[config.mk]
export PLATFORM = sky130hd
export DESIGN_NAME = fnd_scan_ctrl
export DESIGN_NICKNAME = d
export VERILOG_FILES = /design/src/rtl/fnd_scan_ctrl_pkg.sv /design/src/rtl/fnd_scan_ctrl_tick_gen.sv /design/src/rtl/fnd_scan_ctrl.sv
export SDC_FILE = /design/constraint.sdc
export NUM_CORES = 1
export LEC_CHECK = 0
export CORE_UTILIZATION = 45
export CTS_CLUSTER_SIZE = 40
export DETAILED_ROUTE_END_ITERATION = 10
export PLACE_DENSITY = 0.71
export SLEW_MARGIN = 20
export SYNTH_ARGS = -nofsm -noshare
export SYNTH_HDL_FRONTEND = slang
export SYNTH_HIERARCHICAL = 1
export SYNTH_SLANG_ARGS = --single-unit
export TNS_END_PERCENT = 30
[constraint.sdc]
create_clock -name clk -period 5.2 [get_ports clk]
set_input_delay 0.52 -clock clk [delete_from_list [all_inputs] [get_ports clk]]
set_output_delay 0.52 -clock clk [all_outputs]
set_load 0.01 [all_outputs]
[src/rtl/fnd_scan_ctrl_pkg.sv]
// Shared FND decoder codes and scan types.
// Used by fnd_scan_ctrl and bcd_ctrl.
package fnd_scan_ctrl_pkg;

  localparam int NUM_DIGITS = 4;

  localparam logic [3:0] BCD_DOT   = 4'hE;
  localparam logic [3:0] BCD_BLANK = 4'hF;

  typedef enum logic {
    PH_VALUE = 1'b0,
    PH_DOT   = 1'b1
  } phase_e;

endpackage

[src/rtl/fnd_scan_ctrl_tick_gen.sv]
// Prescaler: one-cycle tick every DIV clocks.
// Ports: clk, rst_n (sync, active-low), tick.
module tick_gen #(
  parameter int DIV = 100_000
) (
  input  logic clk,
  input  logic rst_n,
  output logic tick
);

  localparam int          W    = $clog2(DIV);
  localparam logic [W-1:0] LAST = W'(DIV - 1);

  logic [W-1:0] r_cnt;

  always_ff @(posedge clk) begin
    if (!rst_n) begin
      r_cnt <= '0;
    end else if (r_cnt == LAST) begin
      r_cnt <= '0;
    end else begin
      r_cnt <= r_cnt + 1'b1;
    end
  end

  assign tick = (r_cnt == LAST);

endmodule

[src/rtl/fnd_scan_ctrl.sv]
// 4-digit FND scan: value and dot phase per digit.
// In: digit_bcd, dot_en, blink_en, lz_blank. Out: bcd, fnd_com.
import fnd_scan_ctrl_pkg::*;

module fnd_scan_ctrl #(
  parameter int SCAN_DIV    = 100_000,
  parameter int BLINK_TICKS = 250
) (
  input  logic                      clk,
  input  logic                      rst_n,
  input  logic [4*NUM_DIGITS-1:0]   digit_bcd,
  input  logic [NUM_DIGITS-1:0]     dot_en,
  input  logic [NUM_DIGITS-1:0]     blink_en,
  input  logic                      lz_blank,
  output logic [3:0]                bcd,
  output logic [NUM_DIGITS-1:0]     fnd_com
);

  localparam int BW = (BLINK_TICKS > 1) ?
                      $clog2(BLINK_TICKS) : 1;
  localparam logic [BW-1:0] B_LAST = BW'(BLINK_TICKS - 1);

  logic          w_tick;
  logic [2:0]    r_slot;
  logic [BW-1:0] r_blink_cnt;
  logic          r_blink_off;

  logic [1:0]    w_d;
  phase_e        w_phase;
  logic [3:0]    w_dig;
  logic [3:0]    w_lz;
  logic          w_bb;
  logic [3:0]    w_bcd_nxt;
  logic [3:0]    w_com_nxt;

  tick_gen #(
    .DIV (SCAN_DIV)
  ) u_tick (
    .clk   (clk),
    .rst_n (rst_n),
    .tick  (w_tick)
  );

  assign w_d     = r_slot[2:1];
  assign w_phase = phase_e'(r_slot[0]);
  assign w_dig   = digit_bcd[{w_d, 2'b00} +: 4];

  // A digit is a leading zero only if it and
  // every digit to its left are zero.
  assign w_lz[3] = lz_blank & (digit_bcd[15:12] == 4'h0);
  assign w_lz[2] = w_lz[3]  & (digit_bcd[11:8]  == 4'h0);
  assign w_lz[1] = w_lz[2]  & (digit_bcd[7:4]   == 4'h0);
  assign w_lz[0] = 1'b0;

  assign w_bb      = r_blink_off & blink_en[w_d];
  assign w_com_nxt = ~(4'b0001 << w_d);

  always_comb begin
    w_bcd_nxt = BCD_BLANK;
    unique case (w_phase)
      PH_VALUE: begin
        if (!(w_bb || w_lz[w_d])) begin
          w_bcd_nxt = w_dig;
        end
      end
      PH_DOT: begin
        if (dot_en[w_d] && !w_bb) begin
          w_bcd_nxt = BCD_DOT;
        end
      end
      default: w_bcd_nxt = BCD_BLANK;
    endcase
  end

  always_ff @(posedge clk) begin
    if (!rst_n) begin
      r_slot      <= '0;
      r_blink_cnt <= '0;
      r_blink_off <= 1'b0;
      bcd         <= BCD_BLANK;
      fnd_com     <= '1;
    end else begin
      if (w_tick) begin
        r_slot <= r_slot + 3'd1;
        if (r_blink_cnt == B_LAST) begin
          r_blink_cnt <= '0;
          r_blink_off <= ~r_blink_off;
        end else begin
          r_blink_cnt <= r_blink_cnt + 1'b1;
        end
      end
      // Outputs use the pre-increment slot.
      bcd     <= w_bcd_nxt;
      fnd_com <= w_com_nxt;
    end
  end

endmodule

==> impl_metrics.tcl, run 1 <==
set metrics [dict create \
    layout_commonest_cell "dfxtp_1" \
    syn-num-nets 207 \
    status "finished, final reports clean" \
    ir_worst_vdd_v 0.000173 \
    pwr-share-seq_pct 55.0 \
    place_worst_setup_slack_ps 2120 \
    r2r_cells 7 \
    rows 22 \
    async_reset_ff_share_pct 0 \
    power_frac_comb_pct 7.9 \
    place.detailed.hpwl_um 2650 \
    cts.sinks 37 \
    n_antenna_cell 0 \
    tightestPinTransition_ps 672 \
    switching_share_pct 20.5 \
    htreeDepth 2 \
    grt_max_degree 18 \
    root_buffer "clkbuf_8" \
    drc 0 \
    drtIter0Drc 69 \
    synth_cell_types 33 \
    place.gp.congestion 0.867 \
    clockPowerShare_pct 37.1 \
    start_kind "flip-flop" \
    layout_common_cells "37 x dfxtp_1, 34 x clkdlybuf4s50_1, 26 x nor2_1" \
    drtAntennaViolNets 0 \
    p_int_mw 0.420 \
    cts_setup_buffers 0 \
    syn_to_final_growth_pct 27.0 \
    slew_violations 0 \
    cts.repair.resized 0 \
    worstPathRequired_ps 5330 \
    holdPathStages 1 \
    grt_setup_unrepaired "false" \
    start_util_pct 46.8 \
    p_sw_mw 0.108 \
    worstPathArrival_ps 2790 \
    setup_viol 0 \
    cts_buffer_depth 2 \
    cp.depth 7 \
    cp_slowest_cell "nor3_2" \
    grt_pass1_vias 1421 \
    fin_crit_ps 2660 \
    grt_pass1_wl_um 5940 \
    post_drt_wl_per_cell_um 13.4 \
    path_class "reg2reg" \
    synthCells 176 \
    drt_wl_total_um 3480 \
    numCtsBuffers 5 \
    finalHoldViolCount 0 \
    crit_family "simple AND/OR/NAND/NOR gates" \
    path_cells "ha_1, nand4_4, or2_4, nor3_2, nand4b_1, o21ai_1, a211oi_1" \
    syn_area_um2 1710 \
    antenna_found_initial 0 \
    yosysSeqAreaShare_pct 43.2 \
    ys_warn_count 6 \
    die_area_um2 4060 \
    synth.avg_cell_area_um2 9.74 \
    clkSlewWorstSetupHoldPaths_ps 70 \
    max_freq_mhz 376 \
    powerDensity_nw_per_um2 243 \
    worst_slack_ps 2540 \
    max_cap_violations 0 \
    crit_buf_inv 0 \
    viasPerCell 5.51 \
    vias 1432 \
    synth-edff-count 0 \
    overflow 0 \
    die_w_um 63.7 \
    path_max_fanout 10 \
    cp-startpoint "u_tick/r_cnt[0]" \
    holdBufCountCts 0 \
    cts_tree "built" \
    numPortBuffers 34 \
    final_util_pct 59.5 \
    clkLatencyLatePin_ps 280 \
    max_stage_delay_ps 570 \
    die_y_um 63.7 \
    synthFlopType "dfxtp_1" \
    end_kind "flip-flop" \
    core_um2 3660 \
    grt_usage_pct 19.1 \
    holdCritPathClass "reg2reg" \
    hold-worst-slack_ps 467 \
    fillCellCount 321 \
    final_nets 243 \
    first_pass_iters 4 \
    fin_tns_setup_ps 0 \
    timing.rr.start "u_tick/r_cnt[0]" \
    synth_seq_cells 37 \
    ios 35 \
    min_from "u_tick/r_cnt[0]" \
    finClkSkew_ps 3.82 \
    relSlewSlack_pct 55.2 \
    p_leak_nw 0.725 \
    drive_above_1_share_pct 7.08 \
    period_share_pct 51.1 \
]
==> synthesized netlist by cell type (all sizes together), types with 2 or more instances <==
library cell   n  area [um2]
or4            3        22.5
nand4          8        65.1
nand2         11        41.3
or3            7        43.8
xnor2         13         114
mux4           6         143
o21ai          6        30.0
ha             4        50.1
nor2          26        97.6
xor2           8        70.1
nand3b         3        22.5
nor3           6        30.0
buf            2        16.3
nor4           7        43.8
inv            4        15.0
clkbuf         3        12.5
a21oi          5        25.0
dfxtp         37         741
nand3          8        40.0
==> final timing paths <==
kind | slack, ps | end
setup reg to reg | 2540 | r_blink_cnt[1]
hold reg to reg | 470 | u_tick/r_cnt[0]
hold / removal | 470 | u_tick/r_cnt[0]
setup / recovery | 2540 | r_blink_cnt[1]
==> power by group through the flow <==
stage	sequential, mW	clock (mW)	combinational (mW)
after CTS	0.291	0.204	0.0420
after floorplan	0.297	0	0.0142
after detailed placement	0.297	0	0.0418
after global routing	0.291	0.213	0.0447
final	0.290	0.196	0.0416
after global placement	0.296	0	0.0402
==> through the flow <==
stage,instances,power [mW],instance area [um2]
detailed placement,253,0.339,2090
global placement,253,0.337,2090
global route,260,0.548,2180
floorplan,176,0.311,1710
finish,260,0.528,2180
CTS,260,0.536,2170
==> state kept, by name, indices dropped and copies added (netlist names) <==
signal        cells
u_tick/r_cnt     17
r_blink_cnt       8
bcd               4
fnd_com           4
r_slot            3
r_blink_off       1
==> metal layers <==
| layer | track usage (%) | share of wire [%] | vias to the layer above |
|---|---|---|---|
| met3 | 4.89 | 4.9 | 10 |
| met2 | 34.4 | 52 | 47 |
| met5 | 0 | 0 | - |
| li1 | - | - | 704 |
| met1 | 20.3 | 41 | 671 |
| met4 | 9.09 | 2.3 | 0 |
==> cell families after synthesis <==
group                      share of synthesized area (%)
DFF                                                 43.2
AOI/OAI and AO/OA                                   5.84
buffers and inverters                               2.55
muxes                                               8.91
xor gates and xnor gates                            10.7
adders and majority gates                           2.92
and+or+nand+nor                                     25.8
==> cell type report <==
class	instances	area, um2	area share, %
multi-input combinational	130	935	42.9
tap	48	60.1	2.76
sequential	37	741	34.0
inverter	4	15.0	0.690
timing repair buffer	34	340	15.6
clock buffer	7	86.3	3.97
Power figures use the tool's default switching activity.
==> inputs of run 2 (changes only) <==
--- a/config.mk
+++ b/config.mk
@@ -8,7 +8,7 @@
 export CORE_UTILIZATION = 45
 export CTS_CLUSTER_SIZE = 40
 export DETAILED_ROUTE_END_ITERATION = 10
-export PLACE_DENSITY = 0.71
+export PLACE_DENSITY = 0.74
 export SLEW_MARGIN = 20
 export SYNTH_ARGS = -nofsm -noshare
 export SYNTH_HDL_FRONTEND = slang
==> constraint.sdc (replaced) <==
create_clock -name clk -period 2.2 [get_ports clk]
set_input_delay 0.22 -clock clk [delete_from_list [all_inputs] [get_ports clk]]
set_output_delay 0.22 -clock clk [all_outputs]
set_load 0.01 [all_outputs]
==> impl_metrics.tcl, run 2 (synthesized netlist as in run 1, its figures left out) <==
set metrics [dict create \
    fin_tns_setup_ps 0 \
    slew_violations 0 \
    grt_pass1_vias 1371 \
    htreeDepth 2 \
    drtIter0Drc 47 \
    min_to "u_tick/r_cnt[0]" \
    syn_to_final_growth_pct 34.4 \
    die_y_um 63.7 \
    fin_crit_ps 2090 \
    instances_no_fill 273 \
    end_kind "flip-flop" \
    start_util_pct 46.8 \
    finalHoldViolCount 0 \
    path_class "reg2reg" \
    overflow 0 \
    max_stage_delay_ps 380 \
    worst_slack_ps 110 \
    worstPathRequired_ps 2420 \
    place_worst_setup_slack_ps -35.9 \
    drc 0 \
    hold-worst-slack_ps 468 \
    holdCritPathClass "reg2reg" \
    antenna_found_initial 0 \
    layout_common_cells "35 x dfxtp_1, 34 x clkdlybuf4s50_1, 26 x nor2_1" \
    post_drt_wl_per_cell_um 12.9 \
    finClkSkew_ps 5.25 \
    path_cells "ha_4, nand4_4, or2_4, nor3_2, buf_4, nand4_1, or3_1, a21oi_1" \
    holdPathStages 1 \
    max_freq_mhz 478 \
    grt_usage_pct 19.5 \
    worstPathArrival_ps 2310 \
    reg.largest.list "u_tick/r_cnt: 17 flops, r_blink_cnt: 8 flops" \
    start_kind "flip-flop" \
    setup_viol 0 \
    period_share_pct 95.0 \
    vias 1396 \
    ios 35 \
    path_max_fanout 7 \
    cts.sinks 37 \
    reg2reg_slack_ps 110 \
    n_antenna_cell 0 \
    timing.rr.start "u_tick/r_cnt[0]" \
    relSlewSlack_pct 78.4 \
    rr_endpoint "r_blink_cnt[7]" \
    tightestPinTransition_ps 322 \
    largest_reg_flops 17 \
    drtAntennaViolNets 0 \
    placed_area_um2 2150 \
    place.detailed.hpwl_um 2580 \
    numPortBuffers 34 \
    p_leak_nw 0.799 \
    status "finished, final reports clean" \
    layout_commonest_cell "dfxtp_1" \
    root_buffer "clkbuf_8" \
    core_um2 3660 \
    cp_slowest_cell "or3_1" \
    drt_wl_total_um 3530 \
    grt_max_degree 18 \
    place.gp.congestion 0.826 \
    final_util_pct 62.9 \
    clkLatencyLatePin_ps 290 \
    max_cap_violations 0 \
    clkSlewWorstSetupHoldPaths_ps 70 \
    rows 22 \
    cts_buffer_depth 2 \
    dp_cells 261 \
    numCtsBuffers 5 \
    cts_tree "built" \
    power_mw 1.31 \
    largest-register "u_tick/r_cnt" \
    powerDensity_nw_per_um2 568 \
    r2r_cells 8 \
    die_w_um 63.7 \
    holdBufCountCts 0 \
    final_nets 255 \
    grt_pass1_wl_um 5970 \
    drive_above_1_share_pct 14.7 \
    min_from "u_tick/r_cnt[0]" \
    die_area_um2 4060 \
    viasPerCell 5.11 \
    first_pass_iters 4 \
    finalInstanceArea_um2 2300 \
    ir_worst_vdd_v 0.000382 \
]
## run 2: cell count changes in the layout (fill, tap and decap cells not counted)
cell / change
clkbuf_8: +1
nor4b_1: -1
nor4b_2: +1
dfxtp_2: +2
clkbuf_1: -1
clkinv_2: +1
buf_4: +12
dfxtp_1: -2
ha_4: +1
ha_1: -1
## run 2: repair_timing
item | CTS | global route
setup endpoints to repair | 2 | 9
setup buffers | 1 | 3
gates resized for setup | 1 | 5
hold endpoints to repair | 0 | 0
## run 2: layer usage
| metal | vias to the layer above | share of wire (%) | track usage, % |
|---|---|---|---|
| met5 | - | 0 | 0 |
| met4 | 0 | 1.7 | 8.52 |
| met3 | 5 | 4.1 | 6.34 |
| met2 | 22 | 49 | 33.8 |
| met1 | 642 | 45 | 21.5 |
| li1 | 727 | - | - |
## run 2: layout make-up
type / instances / area [um2]
multi-input cells: 130 / 953
repair buffers: 46 / 430
fillers: 309 / 1360
flip-flops and latches: 37 / 743
well taps: 48 / 60.1
clock inverters: 1 / 5.00
clock buffers: 7 / 96.3
inverters: 4 / 15.0
## run 2: worst max-delay path, delay by kind of cell (launching register included)
kind	cells	cell delay, ps
and+or+nand+nor	5	1140
DFF	1	370
adders and majority gates	1	170
buffers and inverters	1	170
AOI/OAI and AO/OA	1	160
## run 2: worst max path at each step
stage                               start             end  slack (ps)  cells after the start
final                     u_tick/r_cnt[0]  r_blink_cnt[7]         110                      8
after global routing      u_tick/r_cnt[0]  r_blink_cnt[7]         -20                      8
after CTS                 u_tick/r_cnt[0]  r_blink_cnt[7]          30                      8
after detailed placement  u_tick/r_cnt[0]  r_blink_cnt[7]         -40                      8
after global placement    u_tick/r_cnt[0]  r_blink_cnt[7]          60                      8
after floorplan           u_tick/r_cnt[0]  r_blink_cnt[1]          80                      8
## run 2: power by group
part           total (mW)  switching [mW]  internal (mW)
Clock               0.515           0.233          0.283
Combinational       0.107          0.0347         0.0719
Sequential          0.687         0.00665          0.680
Total                1.31           0.274           1.03
==> patch 1 (config.mk and constraints of run 2) <==
Change the parameter `SCAN_DIV` from 100_000 to 50_000.
--- a/src/rtl/fnd_scan_ctrl.sv
+++ b/src/rtl/fnd_scan_ctrl.sv
@@ -3,7 +3,7 @@
 import fnd_scan_ctrl_pkg::*;
 
 module fnd_scan_ctrl #(
-  parameter int SCAN_DIV    = 100_000,
+  parameter int SCAN_DIV    = 50_000,
   parameter int BLINK_TICKS = 250
 ) (
   input  logic                      clk,
Formal check against the unedited RTL: no difference found for any inputs over 10 cycles, from zero or initial values and one cycle with rst_n low; that may be too few to reach the edited logic, so the function may still have changed.
==> patch 1 against run 2 <==
Power increased by 1.8%; routed wire length decreased by 5.2%; setup slack improved by 130 ps; die area about the same; synthesized cell count decreased by 4.5%; critical path depth decreased by 1; largest cell class unchanged; synthesized area about the same; critical endpoint is now r_blink_cnt[5]$_SDFFE_PN0P_; sequential power decreased by 3%; combinational power decreased by 9%; final area decreased by 2.9%; sequential cell count decreased by 1.
==> patch 1: results (changes against run 2) <==
| Metric | Value |
|---|---|
| Outcome | `finished clean (unchanged)` |
| Hold Slack | `490.2 ps (was 467.8 ps)` |
| Avg WL per Cell | `12.92 microns (was 12.93 microns)` |
| Design area | `0.002237 sq mm (was 0.002303 sq mm)` |
| Post-synthesis cell type count | `38 (was 33)` |
| R2R Setup Slk | `240 ps (was 110 ps)` |
| Post-Syn Area per Cell | `10.21 sq um (was 9.739 sq um)` |
| Maximum vdd drop | `0.4820 mV (was 0.3816 mV)` |
| R2r endpoint | `r_blink_cnt[5]$_SDFFE_PN0P_ (was r_blink_cnt[7]$_SDFFE_PN0P_)` |
| Most instantiated cells after synthesis | `dfxtp_1 (36), nor2_1 (22), xnor2_1 (13) (was dfxtp_1 (37), nor2_1 (26), xnor2_1 (13))` |
| Slew margin rel. | `77.80% (was 78.36%)` |
| Register area share after synthesis | `42.01% (was 43.21%)` |
| Global-route wire length before repair | `6003 microns (was 5968 microns)` |
| Top cells by area, synth | `dfxtp_1 (42%), xnor2_1 (6.6%), mux4_2 (5.3%) (was dfxtp_1 (43%), xnor2_1 (6.6%), nor2_1 (5.7%))` |
| Largest regs | `u_tick/r_cnt (16), r_blink_cnt (8) (was u_tick/r_cnt (17), r_blink_cnt (8))` |
| DPL Wire Length | `2555 microns (was 2578 microns)` |
| Pre-CTS setup slack | `162.7 ps (was -35.90 ps)` |
| Leakage power total | `0.7866 nW (was 0.7993 nW)` |
| DR vias | `1,371 (was 1,396)` |
| Setup Skew | `9.834 ps (was 5.250 ps)` |
| Critical path's slowest cell | `dfxtp_1 (was or3_1)` |
| Arr. time, crit path | `2200 ps (was 2310 ps)` |
| Cell Int Power | `1.063 mW (was 1.035 mW)` |
| Gr usage total | `19.48% (was 19.50%)` |
| Mapped Nets | `199 (was 207)` |
| DP Area | `0.002130 sq mm (was 0.002146 sq mm)` |
| Drt initial violations | `39 (was 47)` |
| Routability congestion estimate | `0.8323 (was 0.8264)` |
| Worst R2R Path Depth | `7 (was 8)` |
| Synth Warn # | `6 (unchanged)` |
| Fillers | `290 (was 309)` |
| Number of global-route vias before repair | `1,469 (was 1,371)` |
| Nets | `241 (was 255)` |
| Post-Place Cells | `251 (was 261)` |
[patch 1: how the worst max path moves through the flow]
stage	end	cells after the start	start	slack [ps]
after CTS	r_blink_cnt[7]$_SDFFE_PN0P_	7	u_tick/r_cnt[0]$_SDFF_PP0_	150
after global routing	r_blink_cnt[5]$_SDFFE_PN0P_	7	u_tick/r_cnt[0]$_SDFF_PP0_	60
after floorplan	r_blink_cnt[5]$_SDFFE_PN0P_	8	u_tick/r_cnt[0]$_SDFF_PP0_	150
final	r_blink_cnt[5]$_SDFFE_PN0P_	7	u_tick/r_cnt[0]$_SDFF_PP0_	240
after detailed placement	r_blink_cnt[5]$_SDFFE_PN0P_	7	u_tick/r_cnt[0]$_SDFF_PP0_	160
after global placement	bcd[0]$_SDFF_PN1_	5	blink_en[0]	260
[patch 1: cell type report]
class                           count  area share [%]
Inverter                            6           1.007
Sequential cell                    36           32.21
Clock buffer                        6           3.244
Multi-Input combinational cell    122           42.39
Tap cell                           48           2.685
Clock inverter                      2           1.566
Timing Repair Buffer               39           16.89
[patch 1: logic make-up (layout without fill, tap and decap cells)]
| family | Yosys count | in the layout | synth area share [%] |
|---|---|---|---|
| compound gates | 14 | 14 | 4.595 |
| fa+ha+maj | 4 | 4 | 2.918 |
| xor+xnor | 20 | 20 | 10.21 |
| mux | 7 | 7 | 8.899 |
| flops | 36 | 36 | 42.01 |
| buf+inv | 10 | 53 | 2.699 |
| simple gates | 77 | 77 | 28.67 |
[patch 1: power groups by stage]
stage               Clock [mW]  Combinational (mW)  Sequential, mW
finish                   0.567              0.0973           0.668
floorplan                    0              0.0279           0.684
CTS                      0.576              0.0985           0.668
global route             0.612               0.105           0.669
global placement             0              0.0954           0.682
detailed placement           0              0.0979           0.683
[patch 1: metal layers]
metal  GRT usage [%]  wire, microns
met1           20.07           1341
met2           34.31           1775
met3           4.643            175
met4           13.92             55
met5               0              0
[patch 1: worst register-to-register path, cell delays in order, from the launching register on]
cell and delay (ps):
dfxtp_1 390, ha_1 240, and3_1 250, nand4_2 160, inv_2 170, nand4_1 200
or3_1 360, a21oi_1 140
[patch 1: what timing repair did]
item,CTS,global route
setup endpoints to repair,0,2
buffers inserted,0,0
resized for setup,0,1
==> patch 2 (config.mk and constraints of run 2) <==
Without the edit above. The output `fnd_com` loses its register stage (`fnd_com` becomes a continuous assignment).
--- a/src/rtl/fnd_scan_ctrl.sv
+++ b/src/rtl/fnd_scan_ctrl.sv
@@ -78,7 +78,6 @@
       r_blink_cnt <= '0;
       r_blink_off <= 1'b0;
       bcd         <= BCD_BLANK;
-      fnd_com     <= '1;
     end else begin
       if (w_tick) begin
         r_slot <= r_slot + 3'd1;
@@ -91,9 +90,10 @@
       end
       // Outputs use the pre-increment slot.
       bcd     <= w_bcd_nxt;
-      fnd_com <= w_com_nxt;
     end
   end
 
+  assign fnd_com = w_com_nxt;
+
 endmodule
 
Formal check against the unedited RTL: not equivalent (Yosys sat finds a counterexample within 4 cycles, from zero or initial values and one cycle with rst_n low).
==> patch 2 against run 2 <==
Power decreased by 23%; synthesized cell count is 2.3% lower; synthesized area is 3.7% lower; largest power group unchanged; highest routed layer unchanged; setup slack better by 39 ps; routed wire length shrank 4.5%; sequential power shrank 11%; sequential cell count shrank 4; clock skew rose by 7.6 ps; first-iteration DRC count shrank 4.3%; final area down 8.1%; sequential share of layout area is 1.1 points lower; die area is 3.6% lower; cell count fell by 5.5%.
==> patch 2: results (changes against run 2) <==
| Metric | Value |
|---|---|
| Clk Latency, worst-skew pair | `340 ps (was 290 ps)` |
| Global-route wire length before repair | `5899 microns (was 5968 microns)` |
| Hold Slack | `500.3 ps (was 467.8 ps)` |
| Root Driver | `clkbuf_4 (was clkbuf_8)` |
| Avg WL per Cell | `13.06 microns (was 12.93 microns)` |
| Worst path top cell family by delay | `simple AND/OR/NAND/NOR gates (unchanged)` |
| Top cells by area, synth | `dfxtp_1 (40%), xnor2_1 (6.9%), nor2_1 (6.1%) (was dfxtp_1 (43%), xnor2_1 (6.6%), nor2_1 (5.7%))` |
| Share of cells above drive strength 1 | `10.85% (was 14.67%)` |
| Mapped Nets | `203 (was 207)` |
| Post-synthesis cell type count | `38 (was 33)` |
| R2R Setup Slk | `150 ps (was 110 ps)` |
| CP max stage delay | `430 ps (was 380 ps)` |
| Hold path endpoint | `r_blink_cnt[5]$_SDFFE_PN0P_ (was u_tick/r_cnt[0]$_SDFF_PP0_)` |
| Pre-CTS setup slack | `-38.04 ps (was -35.90 ps)` |
| Worst endpoint required time | `2480 ps (was 2420 ps)` |
| Largest regs | `u_tick/r_cnt (17), r_blink_cnt (8), bcd (4) (was u_tick/r_cnt (17), r_blink_cnt (8))` |
| Worst R2R Path Depth | `7 (was 8)` |
| DP Area | `0.002043 sq mm (was 0.002146 sq mm)` |
| DPL Wire Length | `2599 microns (was 2578 microns)` |
| Nets | `244 (was 255)` |
| Routability congestion estimate | `0.9261 (was 0.8264)` |
| Maximum vdd drop | `0.4199 mV (was 0.3816 mV)` |
| Arr. time, crit path | `2330 ps (was 2310 ps)` |
| Most instantiated cells after synthesis | `dfxtp_1 (33), nor2_1 (27), xnor2_1 (13) (was dfxtp_1 (37), nor2_1 (26), xnor2_1 (13))` |
| Worst hold start | `r_blink_cnt[5]$_SDFFE_PN0P_ (was u_tick/r_cnt[0]$_SDFF_PP0_)` |
| Worst Max-Slew Pin Slew | `472.0 ps (was 321.6 ps)` |
| Setup Skew | `12.89 ps (was 5.250 ps)` |
| CP Max Fanout | `5 (was 7)` |
| Reg clk slew, reported paths | `90 ps (was 70 ps)` |
| Hold Path Depth | `2 (was 1)` |
| Outcome | `finished clean (unchanged)` |
| Register area share after synthesis | `40.03% (was 43.21%)` |
| Critical path's slowest cell | `dfxtp_1 (was or3_1)` |
| Drt initial violations | `45 (was 47)` |
| Gr usage total | `19.53% (was 19.50%)` |
| DR vias | `1,380 (was 1,396)` |
| Leakage power total | `0.7193 nW (was 0.7993 nW)` |
patch 2: worst reg2reg max path, stage by stage (launching register included):
cell,delay [ps]
dfxtp_1,430
ha_4,200
nand4_4,130
or2_4,300
nor3_4,210
nand4_1,200
or3_1,360
a21oi_1,170
patch 2: layout make-up:
type                            count  area [sq um]
Fill cell                         285          1299
Clock buffer                        5         37.54
Multi-Input combinational cell    130         963.4
Clock inverter                      1         5.005
Inverter                            4         15.01
Sequential cell                    33         660.6
Timing Repair Buffer               39         377.9
Tap cell                           46         57.56
patch 2: what timing repair did:
action / in CTS / in global routing
endpoints found under the setup margin: 2 / 9
pin swaps: 0 / 1
buffers inserted: 0 / 1
hold buffers: 0 / 0
gates resized for setup: 1 / 3
patch 2: per-layer routing:
| layer | GRT usage, % | wire, microns | vias up |
|---|---|---|---|
| met1 | 21.93 | 1417 | 638 |
| met4 | 13.95 | 133 | 0 |
| met3 | 5.292 | 155 | 14 |
| li1 | - | - | 697 |
| met5 | 0 | 0 | - |
| met2 | 31.79 | 1663 | 31 |
patch 2: per-stage QoR:
step / utilization (%) / instances / power, mW
5_1_grt: 61.98 / 258 / 1.062
3_3_place_gp: 59.82 / 251 / 0.7194
4_1_cts: 61.21 / 257 / 1.021
2_1_floorplan: - / 172 / 0.6585
6_report: 61.98 / 258 / 1.010
3_5_place_dp: 59.82 / 251 / 0.7229
patch 2: power breakdown:
part	internal (mW)	switching, mW	leakage, nW
sequential	0.605	0.00671	0.268
clock	0.110	0.187	0.0269
combinational	0.0678	0.0329	0.425
total	0.784	0.227	0.719
patch 2: cell families after synthesis:
group                      synth area share (%)
AOI/OAI and AO/OA                         5.686
buffers and inverters                     3.259
and+or+nand+nor                           26.84
DFF                                       40.03
muxes                                     9.477
xor gates and xnor gates                  11.68
adders and majority gates                 3.033
